==> config.mk <==
export PLATFORM = sky130hd
export DESIGN_NAME = uart_tx_param_flat
export DESIGN_NICKNAME = d
export VERILOG_FILES = /design/src/rtl/uart_tx_param_if.sv /design/src/rtl/uart_tx_param.sv /design/src/flat_wrapper.sv
export SDC_FILE = /design/constraint.sdc
export NUM_CORES = 1
export LEC_CHECK = 0
export CORE_MARGIN = 4
export CORE_UTILIZATION = 55
export CTS_CLUSTER_DIAMETER = 80
export DETAILED_ROUTE_END_ITERATION = 16
export MAX_ROUTING_LAYER = met4
export PLACE_DENSITY = 0.83
export SYNTH_ARGS = -nofsm -noshare
export SYNTH_HDL_FRONTEND = slang
export SYNTH_SLANG_ARGS = --single-unit
==> constraint.sdc <==
create_clock -name clock -period 3.9 [get_ports clock]
set_input_delay 0.78 -clock clock [delete_from_list [all_inputs] [get_ports clock]]
set_output_delay 0.78 -clock clock [all_outputs]
set_load 0.05 [all_outputs]
==> src/rtl/uart_tx_param_if.sv <==
// Producer-to-UART valid/ready word channel.
// The master drives the word and valid; the slave (the transmitter) drives ready.
`timescale 1ns/1ps

interface uart_tx_param_if #(
  parameter int unsigned DATA_BITS = 8
) ();

  logic                 s_valid;
  logic                 s_ready;
  logic [DATA_BITS-1:0] s_data;

  modport master (
    output s_valid,
    output s_data,
    input  s_ready
  );

  modport slave (
    input  s_valid,
    input  s_data,
    output s_ready
  );

endinterface

==> src/rtl/uart_tx_param.sv <==
// Parametrised UART transmitter: one word per valid/ready handshake, serialised LSB first
// as start, data, optional parity and 1-2 stop bits on a registered, idle-high tx line.
`timescale 1ns/1ps

module uart_tx_param #(
  parameter int unsigned CLKS_PER_BIT = 868,
  parameter int unsigned DATA_BITS    = 8,
  parameter int unsigned PARITY       = 0,
  parameter int unsigned STOP_BITS    = 1
) (
  input  logic           clock,
  input  logic           reset_n,
  uart_tx_param_if.slave s_bus,
  output logic           tx,
  output logic           busy
);

  if (CLKS_PER_BIT < 2 || CLKS_PER_BIT > 65535) begin : g_bad_clks_per_bit
    $error("uart_tx_param: CLKS_PER_BIT=%0d outside 2..65535", CLKS_PER_BIT);
  end
  if (DATA_BITS < 5 || DATA_BITS > 9) begin : g_bad_data_bits
    $error("uart_tx_param: DATA_BITS=%0d outside 5..9", DATA_BITS);
  end
  if (PARITY > 2) begin : g_bad_parity
    $error("uart_tx_param: PARITY=%0d must be 0, 1 or 2", PARITY);
  end
  if (STOP_BITS < 1 || STOP_BITS > 2) begin : g_bad_stop_bits
    $error("uart_tx_param: STOP_BITS=%0d must be 1 or 2", STOP_BITS);
  end

  localparam int unsigned BAUD_W = (CLKS_PER_BIT > 1) ? $clog2(CLKS_PER_BIT) : 1;
  // One counter serves both the data bits and the stop bits, so size it for the larger.
  localparam int unsigned BIT_W  = $clog2(DATA_BITS + 1);

  localparam logic [BAUD_W-1:0] BAUD_LAST = BAUD_W'(CLKS_PER_BIT - 1);
  localparam logic [BIT_W-1:0]  DATA_LAST = BIT_W'(DATA_BITS - 1);
  localparam logic [BIT_W-1:0]  STOP_LAST = BIT_W'(STOP_BITS - 1);
  localparam logic              ODD_PAR   = (PARITY == 1);
  localparam logic              HAS_PAR   = (PARITY != 0);

  typedef enum logic [2:0] {
    S_IDLE,
    S_START,
    S_DATA,
    S_PARITY,
    S_STOP
  } state_t;

  state_t                state_q, state_d;
  logic [BAUD_W-1:0]     baud_q, baud_d;
  logic [BIT_W-1:0]      bit_q, bit_d;
  logic [DATA_BITS-1:0]  shift_q, shift_d;
  logic                  par_q, par_d;
  logic                  tx_q, tx_d;
  logic                  baud_wrap;
  logic                  accept;

  assign baud_wrap     = (baud_q == BAUD_LAST);
  assign s_bus.s_ready = (state_q == S_IDLE);
  assign accept        = s_bus.s_valid && (state_q == S_IDLE);
  assign busy          = (state_q != S_IDLE);
  assign tx            = tx_q;

  always_ff @(posedge clock) begin
    if (!reset_n) begin
      state_q <= S_IDLE;
      baud_q  <= '0;
      bit_q   <= '0;
      shift_q <= '0;
      par_q   <= 1'b0;
      tx_q    <= 1'b1;
    end else begin
      state_q <= state_d;
      baud_q  <= baud_d;
      bit_q   <= bit_d;
      shift_q <= shift_d;
      par_q   <= par_d;
      tx_q    <= tx_d;
    end
  end

  always_comb begin
    state_d = state_q;
    baud_d  = baud_q;
    bit_d   = bit_q;
    shift_d = shift_q;
    par_d   = par_q;

    if (state_q != S_IDLE) begin
      baud_d = baud_wrap ? '0 : baud_q + 1'b1;
    end

    unique case (state_q)
      S_IDLE: begin
        baud_d = '0;
        bit_d  = '0;
        if (accept) begin
          // Parity is frozen from the captured word; the shift register is consumed later.
          shift_d = s_bus.s_data;
          par_d   = (^s_bus.s_data) ^ ODD_PAR;
          state_d = S_START;
        end
      end
      S_START: begin
        if (baud_wrap) begin
          bit_d   = '0;
          state_d = S_DATA;
        end
      end
      S_DATA: begin
        if (baud_wrap) begin
          shift_d = shift_q >> 1;
          if (bit_q == DATA_LAST) begin
            bit_d   = '0;
            state_d = HAS_PAR ? S_PARITY : S_STOP;
          end else begin
            bit_d = bit_q + 1'b1;
          end
        end
      end
      S_PARITY: begin
        if (baud_wrap) begin
          bit_d   = '0;
          state_d = S_STOP;
        end
      end
      S_STOP: begin
        if (baud_wrap) begin
          if (bit_q == STOP_LAST) begin
            bit_d   = '0;
            state_d = S_IDLE;
          end else begin
            bit_d = bit_q + 1'b1;
          end
        end
      end
      default: begin
        state_d = S_IDLE;
      end
    endcase
  end

  // Line level follows the current state; the register adds the one-cycle launch latency.
  always_comb begin
    tx_d = 1'b1;
    unique case (state_q)
      S_IDLE:   tx_d = 1'b1;
      S_START:  tx_d = 1'b0;
      S_DATA:   tx_d = shift_q[0];
      S_PARITY: tx_d = par_q;
      S_STOP:   tx_d = 1'b1;
      default:  tx_d = 1'b1;
    endcase
  end

endmodule

==> src/flat_wrapper.sv <==
// flat-port wrapper written by rule: the top's interface ports become plain ports
module uart_tx_param_flat 
#(
  parameter int unsigned CLKS_PER_BIT = 868,
  parameter int unsigned DATA_BITS    = 8,
  parameter int unsigned PARITY       = 0,
  parameter int unsigned STOP_BITS    = 1
)
  (clock, reset_n, tx, busy, s_bus_s_valid, s_bus_s_data, s_bus_s_ready);
  uart_tx_param_if #(.DATA_BITS(DATA_BITS)) s_bus_i ();
  input  logic clock;
  input  logic reset_n;
  output logic tx;
  output logic busy;
  input wire logic [$bits(s_bus_i.s_valid)-1:0] s_bus_s_valid;
  input wire logic [$bits(s_bus_i.s_data)-1:0] s_bus_s_data;
  output wire logic [$bits(s_bus_i.s_ready)-1:0] s_bus_s_ready;
  assign s_bus_i.s_valid = s_bus_s_valid;
  assign s_bus_i.s_data = s_bus_s_data;
  assign s_bus_s_ready = s_bus_i.s_ready;
  uart_tx_param #(.CLKS_PER_BIT(CLKS_PER_BIT), .DATA_BITS(DATA_BITS), .PARITY(PARITY), .STOP_BITS(STOP_BITS)) u_core (.clock(clock), .reset_n(reset_n), .s_bus(s_bus_i), .tx(tx), .busy(busy));
endmodule
Word-level counts from Yosys, hierarchy flattened
Index checks and enable logic that the tools add are counted.
{"block": "op_classes", "add_sub_neg": 2, "eq_ne": 14, "n_mux": 19, "bitwise": 1, "reduce_logical": 13}
{"cell": "3-bit two-way mux", "count": 7}
{"cell": "4-bit two-way mux", "count": 5}
{"cell": "8-bit two-way mux", "count": 2}
{"cell": "2-bit by 1-bit inequality test with 1-bit output, second input constant", "count": 8}
{"cell": "4-bit case mux with 4 select lines", "count": 1}
{"cell": "8-bit case mux with 2 select lines", "count": 1}
{"cell": "3-bit case mux with 5 select lines", "count": 1}
{"cell": "10-bit by 1-bit adder with 10-bit output, second input constant", "count": 1}
{"cell": "10-bit equality test, second input constant", "count": 1}
{"cell": "10-bit two-way mux", "count": 1}
{"cell": "8-bit XOR reduction", "count": 1}
{"cell": "7-bit AND reduction", "count": 1}
{"cell": "3-bit by 2-bit equality test with 1-bit output, second input constant", "count": 2}
{"cell": "4-bit by 1-bit adder with 4-bit output, second input constant", "count": 1}
{"cell": "4-bit by 3-bit equality test with 1-bit output, second input constant", "count": 1}
{"cell": "4-bit logical NOT", "count": 1}
{"cell": "4-bit AND reduction", "count": 1}
{"cell": "4-bit nonzero test", "count": 1}
{"cell": "2-bit OR reduction", "count": 2}
{"cell": "3-bit by 1-bit equality test with 1-bit output, second input constant", "count": 1}
{"cell": "3-bit equality test, second input constant", "count": 1}
{"cell": "3-bit logical NOT", "count": 1}
{"cell": "1-bit case mux with 3 select lines", "count": 1}
{"cell": "3-bit AND reduction", "count": 1}
{"cell": "other kinds (5)", "count": 5}
{"block": "totals", "regBits": 27, "inputBits": 11, "out_inout_bits": 3, "wordCells": 55}

Depth between registers and ports, before layout
Gate-level depths: netlist of run 1.
{"block": "logic_depth", "depth_word": 4, "mapped_depth": 8, "ltp_nobuf": 7}

Worst setup path before layout of run 1
OpenSTA, ideal clock, no wires.
{"block": "synth_timing", "path_kind": "flip-flop to output port", "start": "reg u_core.state_q[1]", "end": "out s_bus_s_ready", "arrival_time_ns": 1.616, "required_ns": 3.120, "slack_ns": 1.504, "stages_incl_launch_ff": 5, "path_buffers": 2, "cell_sequence": "dfxtp_1 clkbuf_1 or3_1 clkbuf_1 inv_1"}
{"block": "synth_via", "elab_chain_len": 1}
{"element": "start: declaration", "line_no": "uart_tx_param.sv:49", "source": "state_t state_q, state_d;"}
{"element": "start signal: assignment", "line_no": "uart_tx_param.sv:73", "source": "state_q <= state_d;"}
{"element": "3-bit logical NOT", "line_no": "uart_tx_param.sv:59", "source": "assign s_bus.s_ready = (state_q == S_IDLE);"}
{"element": "end: declaration", "line_no": "flat_wrapper.sv:17", "source": "output wire logic [$bits(s_bus_i.s_ready)-1:0] s_bus_s_ready;"}
No other way between the ends.

Worst setup path in the final report of run 1
{"block": "layout_timing", "start": "reg u_core.state_q[2]", "end": "out s_bus_s_ready"}
The elaborated chain is that of the path after synthesis.

==> results_dict.tcl, run 1 <==
set metrics [dict create \
    vias_in_the_first_global_route 1069 \
    critical-path-slowest-cell "sky130_fd_sc_hd__clkdlybuf4s50_1" \
    worst-setup-path-type "reg -> out" \
    tns_ns 0 \
    synth_edf_count 0 \
    crit_path_cell_trace "or3_1, inv_1, clkdlybuf4s50_1" \
    critPathTopFamily "buffers and inverters" \
    place.gp.congestion 0.906 \
    commonest_non_fill_non_tap_cell_in_the_layout "sky130_fd_sc_hd__dfxtp_1" \
    worst_case_vdd_ir_drop_uv 242 \
    highest_count_cells_in_the_layout_ignoring_fill_and_taps "sky130_fd_sc_hd__dfxtp_1 (27), sky130_fd_sc_hd__nand2_1 (16), sky130_fd_sc_hd__nor2_1 (16)" \
    synth_nets 172 \
    ios 14 \
    cts.clk_slew.worst_paths_ns 0.14 \
    clock_tree.buffer_depth 2 \
    worst_slew_margin_rel_pct 58.4 \
    cts_tree "done" \
    antenna_violations_before_repair 0 \
    post-route-period-util_pct 74.5 \
    grt_first_pass_wirelength_um 4520 \
    syn-instance-count 158 \
    outcome "completed" \
    post_synth_instance_area_mm2 0.00139 \
    cp_num_cells 3 \
    first_iter_violations 38 \
    post_synthesis_cell_type_count 36 \
    synth.mux.area_fraction_pct 5.06 \
    setup_viol 0 \
    timing_worst_slew_pin_value_ns 0.622 \
    synth_xor_xnor_area_share_pct 9.49 \
    yosys_most_used_dff "sky130_fd_sc_hd__dfxtp_1" \
    achievable-frequency_mhz 344 \
    post-dp-hpwl_um 1900 \
    r2r_cells 6 \
    whs_path_depth 2 \
    synthToLayoutAreaGrowth_pct 12.8 \
    globalRouteTotalUtil_pct 17.5 \
    worstPathArrival_ns 2.13 \
    clkLatencyLatePin_ns 0.32 \
    grt_start_max_net_pins 21 \
    tritoncts.num_buffers 3 \
    timing.critical_path.from_type "flip-flop" \
    synth_compound_area_share_pct 13.8 \
    avgViaCountPerCell 5.68 \
    endpoint_kind "output pin" \
    synth.yosys.seq_area_share_pct 39.0 \
    syn-mean-instance-area_um2 8.77 \
    critical_path_peak_fanout 12 \
    finalCriticalPeriod_ns 2.91 \
    rsz0062_at_grt "false" \
    clock_sinks 27 \
    cp_num_buf_inv 2 \
    ys_async_sr_fraction_pct 0 \
    hold_slack_ns 0.495 \
    syn_warnings 0 \
    antenna_cells_inserted 0 \
    drt_pre_antenna_iters 4 \
    hold_class "reg -> reg" \
    fraction_of_the_mapped_netlist_area_in_adder_cells_pct 3.52 \
    cts_hold_buf 0 \
    totalWireLength_um 2550 \
    number_of_drc_violations_after_detailed_routing 0 \
    slew_viol_final 0 \
    core.rowCount 17 \
    detail-route-antenna-nets 0 \
    dpl_cell_area_mm2 0.00154 \
    synth_seq_cells 27 \
    start_util_pct 60.3 \
    final.fill_count 192 \
    fp.dieH_um 58.2 \
    htree_levels 1 \
    core_area_mm2 0.00230 \
    detailroute.via_count 1125 \
    drv.max_cap_violation_count 0 \
    count_of_buffers_added_by_post_cts_timing_repair_for_setup 0 \
    postCtsResizedCells 0 \
    pwr_density_cell_mw_per_mm2 311 \
    detail_route.wl_per_cell_um 12.9 \
    ctsRootBufferMaster "sky130_fd_sc_hd__clkbuf_4" \
    globalRoute.totalOverflow 0 \
    fp.dieW_um 58.2 \
    hold_viol 0 \
    required_ns 3.12 \
    combinational_family_with_the_most_area_after_synthesis "simple AND/OR/NAND/NOR gates" \
    postLayoutCellArea_mm2 0.00156 \
    leakagePower_uw 0.000600 \
    portBuffers 13 \
    area_share_of_and_or_nand_nor_cells_after_synthesis_pct 25.1 \
    die-area_mm2 0.00338 \
    fin_skew_ns 0.0105 \
    max_stage_delay_ns 0.80 \
    drive_gt1_share_pct 5.29 \
    design.final.nets 185 \
]
## synth_stat cells, types with 3 or more instances
library cell / instances / area [um^2]
sky130_fd_sc_hd__nand3b_1: 3 / 22.5
sky130_fd_sc_hd__o211a_1: 7 / 70.1
sky130_fd_sc_hd__and2_1: 3 / 18.8
sky130_fd_sc_hd__dfxtp_1: 27 / 541
sky130_fd_sc_hd__xnor2_1: 10 / 87.6
sky130_fd_sc_hd__or3_1: 3 / 18.8
sky130_fd_sc_hd__ha_1: 3 / 37.5
sky130_fd_sc_hd__mux2i_1: 7 / 70.1
sky130_fd_sc_hd__nor2_1: 16 / 60.1
sky130_fd_sc_hd__clkbuf_1: 5 / 18.8
sky130_fd_sc_hd__a21oi_1: 4 / 20.0
sky130_fd_sc_hd__nand2_1: 16 / 60.1
sky130_fd_sc_hd__xor2_1: 5 / 43.8
sky130_fd_sc_hd__nand4_1: 3 / 18.8
sky130_fd_sc_hd__nand3_1: 6 / 30.0
sky130_fd_sc_hd__o21ai_0: 6 / 30.0
sky130_fd_sc_hd__inv_1: 7 / 26.3
## metrics by stage
stage	std cells	worst slack (ns)	util, %	total power (uW)
5_1_grt	198	0.904	68.0	515
4_1_cts	198	0.991	68.0	493
6_report	198	0.993	68.0	487
3_3_place_gp	194	1.42	66.9	372
2_1_floorplan	158	1.50	-	349
3_5_place_dp	194	1.38	66.9	375
## metal layers
layer  track usage, %  wire, um  up-vias
li1                 -         -      573
met1             22.4      1250      535
met2             26.9      1200       12
met3             1.34        45        5
met4             9.93        53        0
met5                -         0        -
## worst min-delay path, cell delays in order (launching register included)
cell and delay (ns):
sky130_fd_sc_hd__dfxtp_1 0.34, sky130_fd_sc_hd__nand2_1 0.06, sky130_fd_sc_hd__o22ai_1 0.06
## path summary, 6_finish.rpt
check                                      start                              to  slack (ns)
setup / recovery  u_core.state_q[2]$_SDFFE_PN0P_                   s_bus_s_ready        0.99
hold / removal    u_core.shift_q[7]$_SDFFE_PN0P_  u_core.shift_q[7]$_SDFFE_PN0P_        0.50
setup reg to reg   u_core.baud_q[0]$_SDFFE_PP0N_    u_core.bit_q[2]$_SDFFE_PN0P_        1.86
hold reg to reg   u_core.shift_q[7]$_SDFFE_PN0P_  u_core.shift_q[7]$_SDFFE_PN0P_        0.50
## cell type report
cell class                 instances  area [um^2]  area share [%]
sequential                        27          541            34.6
clock buffer                       4         26.3            1.68
tap                               28         35.0            2.24
multi-input combinational        117          790            50.5
timing repair buffer              15          145            9.29
inverter                           7         26.3            1.68
## state kept, by name, summed over array words and instances (netlist names)
register	count
u_core.baud_q	10
u_core.shift_q	8
u_core.bit_q	4
u_core.state_q	3
u_core.par_q	1
u_core.tx	1
## cells by family (layout without fill, tap and decap cells)
family,after synthesis,after routing
AO/OA/AOI/OAI,27,27
XOR/XNOR,15,15
adder cells (fa/ha/maj),4,4
buffers and inverters,14,26
flip-flops,27,27
multiplexers,7,7
AND/OR/NAND/NOR,64,64
## power breakdown
part	switching (uW)	internal [uW]	total, uW
sequential	7.24	287	294
combinational	37.9	36.3	74.2
clock	78.1	40.1	118
(Power assumes the default switching activity.)
==> inputs of run 2 (changes only) <==
==> constraint.sdc (replaced) <==
create_clock -name clock -period 2.9 [get_ports clock]
set_input_delay 0.58 -clock clock [delete_from_list [all_inputs] [get_ports clock]]
set_output_delay 0.58 -clock clock [all_outputs]
set_load 0.05 [all_outputs]
==> run 2 against run 1 <==
Compared with the run above:
- non-clock buffer count up 1
- worst hold slack about the same
- wire length is 4.6% higher
- final area increased by 0.56%
- core utilization is 0.38 points higher
- largest cell class unchanged
- sequential share of layout area decreased by 0.19 points
- clock skew shrank 0.0079 ns
- worst setup slack got worse by 0.77 ns
- combinational power up 37%
- global-route usage rose by 0.51 points
- sequential power is 34% higher
==> results_dict.tcl, run 2 (synthesis results as in run 1) <==
set metrics [dict create \
    outcome "completed" \
    setup_viol 0 \
    leakagePower_uw 0.000607 \
    drt_pre_antenna_iters 4 \
    place.gp.congestion 0.914 \
    number_of_drc_violations_after_detailed_routing 0 \
    first_iter_violations 46 \
    clkLatencyLatePin_ns 0.31 \
    whs_path_depth 1 \
    core_area_mm2 0.00230 \
    synthToLayoutAreaGrowth_pct 13.5 \
    finalCoreUtilization_pct 68.4 \
    r2r_cells 6 \
    detail-route-antenna-nets 0 \
    commonest_non_fill_non_tap_cell_in_the_layout "sky130_fd_sc_hd__dfxtp_1" \
    die-area_mm2 0.00338 \
    pwr_density_cell_mw_per_mm2 418 \
    drive_gt1_share_pct 6.43 \
    worstPathArrival_ns 2.10 \
    hold_viol 0 \
    largest_register_ffs 10 \
    worst-setup-path-type "reg -> out" \
    clock_tree.buffer_depth 2 \
    critical_path_peak_fanout 12 \
    r2r_end "u_core.bit_q[2]$_SDFFE_PN0P_" \
    achievable-frequency_mhz 373 \
    place_inst 195 \
    final_power_uw 657 \
    avgViaCountPerCell 5.79 \
    post-dp-hpwl_um 2040 \
    grt_first_pass_wirelength_um 4730 \
    ctsRootBufferMaster "sky130_fd_sc_hd__clkbuf_4" \
    globalRoute.totalOverflow 0 \
    totalWireLength_um 2670 \
    finalCriticalPeriod_ns 2.68 \
    dp_worst_setup_slack_ns 0.589 \
    core.rowCount 17 \
    required_ns 2.32 \
    tns_ns 0 \
    cts_tree "done" \
    rsz0062_at_grt "false" \
    postCtsResizedCells 0 \
    count_of_buffers_added_by_post_cts_timing_repair_for_setup 0 \
    portBuffers 13 \
    antenna_cells_inserted 0 \
    design.final.nets 186 \
    worst_slew_margin_rel_pct 67.0 \
    hold_class "reg -> reg" \
    drv.max_cap_violation_count 0 \
    antenna_violations_before_repair 0 \
    tritoncts.num_buffers 3 \
    max_stage_delay_ns 0.80 \
    critical-path-slowest-cell "sky130_fd_sc_hd__clkdlybuf4s50_1" \
    crit_path_cell_trace "or3_1, inv_1, clkdlybuf4s50_1" \
    hold_end "u_core.baud_q[0]$_SDFFE_PP0N_" \
    ff2ff_setup_slack_ns 0.85 \
    fin_skew_ns 0.00256 \
    vias_in_the_first_global_route 1096 \
    layoutNonFillerInstCount 199 \
    fp.dieH_um 58.2 \
    slew_viol_final 0 \
    post-route-period-util_pct 92.4 \
    worst_case_vdd_ir_drop_uv 383 \
    detail_route.wl_per_cell_um 13.4 \
    grt_start_max_net_pins 20 \
    top_regs "u_core.baud_q (10), u_core.shift_q (8), u_core.bit_q (4)" \
    cts.clk_slew.worst_paths_ns 0.14 \
    top_register "u_core.baud_q" \
    post-route-worst-setup-slack_ns 0.221 \
    endpoint_kind "output pin" \
    start_util_pct 60.3 \
    globalRouteTotalUtil_pct 18.0 \
    fp.dieW_um 58.2 \
    detailroute.via_count 1152 \
    cts_hold_buf 0 \
    clock_sinks 27 \
    timing.critical_path.from_type "flip-flop" \
    r2r-start "u_core.baud_q[0]$_SDFFE_PP0N_" \
    ios 14 \
    timing_worst_slew_pin_value_ns 0.493 \
    htree_levels 1 \
    highest_count_cells_in_the_layout_ignoring_fill_and_taps "sky130_fd_sc_hd__dfxtp_1 (27), sky130_fd_sc_hd__nand2_1 (16), sky130_fd_sc_hd__nor2_1 (16)" \
    timing.hold.worst.start "u_core.baud_q[0]$_SDFFE_PP0N_" \
]
[run 2: worst max path at each step]
stage                              startpoint             to  slack [ns]  depth (start not counted)
2_1_floorplan  u_core.state_q[1]$_SDFFE_PN0P_  s_bus_s_ready        0.70                          4
3_3_place_gp   u_core.state_q[2]$_SDFFE_PN0P_  s_bus_s_ready        0.61                          3
3_5_place_dp   u_core.state_q[2]$_SDFFE_PN0P_  s_bus_s_ready        0.59                          3
4_1_cts        u_core.state_q[2]$_SDFFE_PN0P_  s_bus_s_ready        0.21                          3
5_1_grt        u_core.state_q[2]$_SDFFE_PN0P_  s_bus_s_ready        0.08                          3
6_report       u_core.state_q[2]$_SDFFE_PN0P_  s_bus_s_ready        0.22                          3
[run 2: layer usage]
metal	part of all wire, %	global-route usage, %
met1	47	23.4
met2	50	28.5
met3	2.7	2.90
met4	0.86	5.63
met5	0	-
[run 2: area by class of cell]
cell class,count,area [um^2]
clock inverter,1,5.00
multi-input combinational,117,790
tap,28,35.0
clock buffer,3,22.5
sequential,27,541
fill,198,726
timing repair buffer,16,153
inverter,7,26.3
[run 2: where the power goes]
group	switching [uW]	internal (uW)	total, uW
Sequential	9.56	386	395
Clock	109	51.6	160
Combinational	52.0	49.7	102
[run 2: worst max-delay path: cells and delay by family, from the launching register on]
family,cells,cell delay [ns]
simple gates,1,0.43
flops,1,0.45
buf+inv,2,0.90
[run 2: stage by stage]
stage	cell area [um^2]	hold WS (ns)
after global routing	1570	0.527
after detailed placement	1540	0.460
after floorplan	1390	0.438
after CTS	1570	0.496
final	1570	0.495
after global placement	1540	0.456
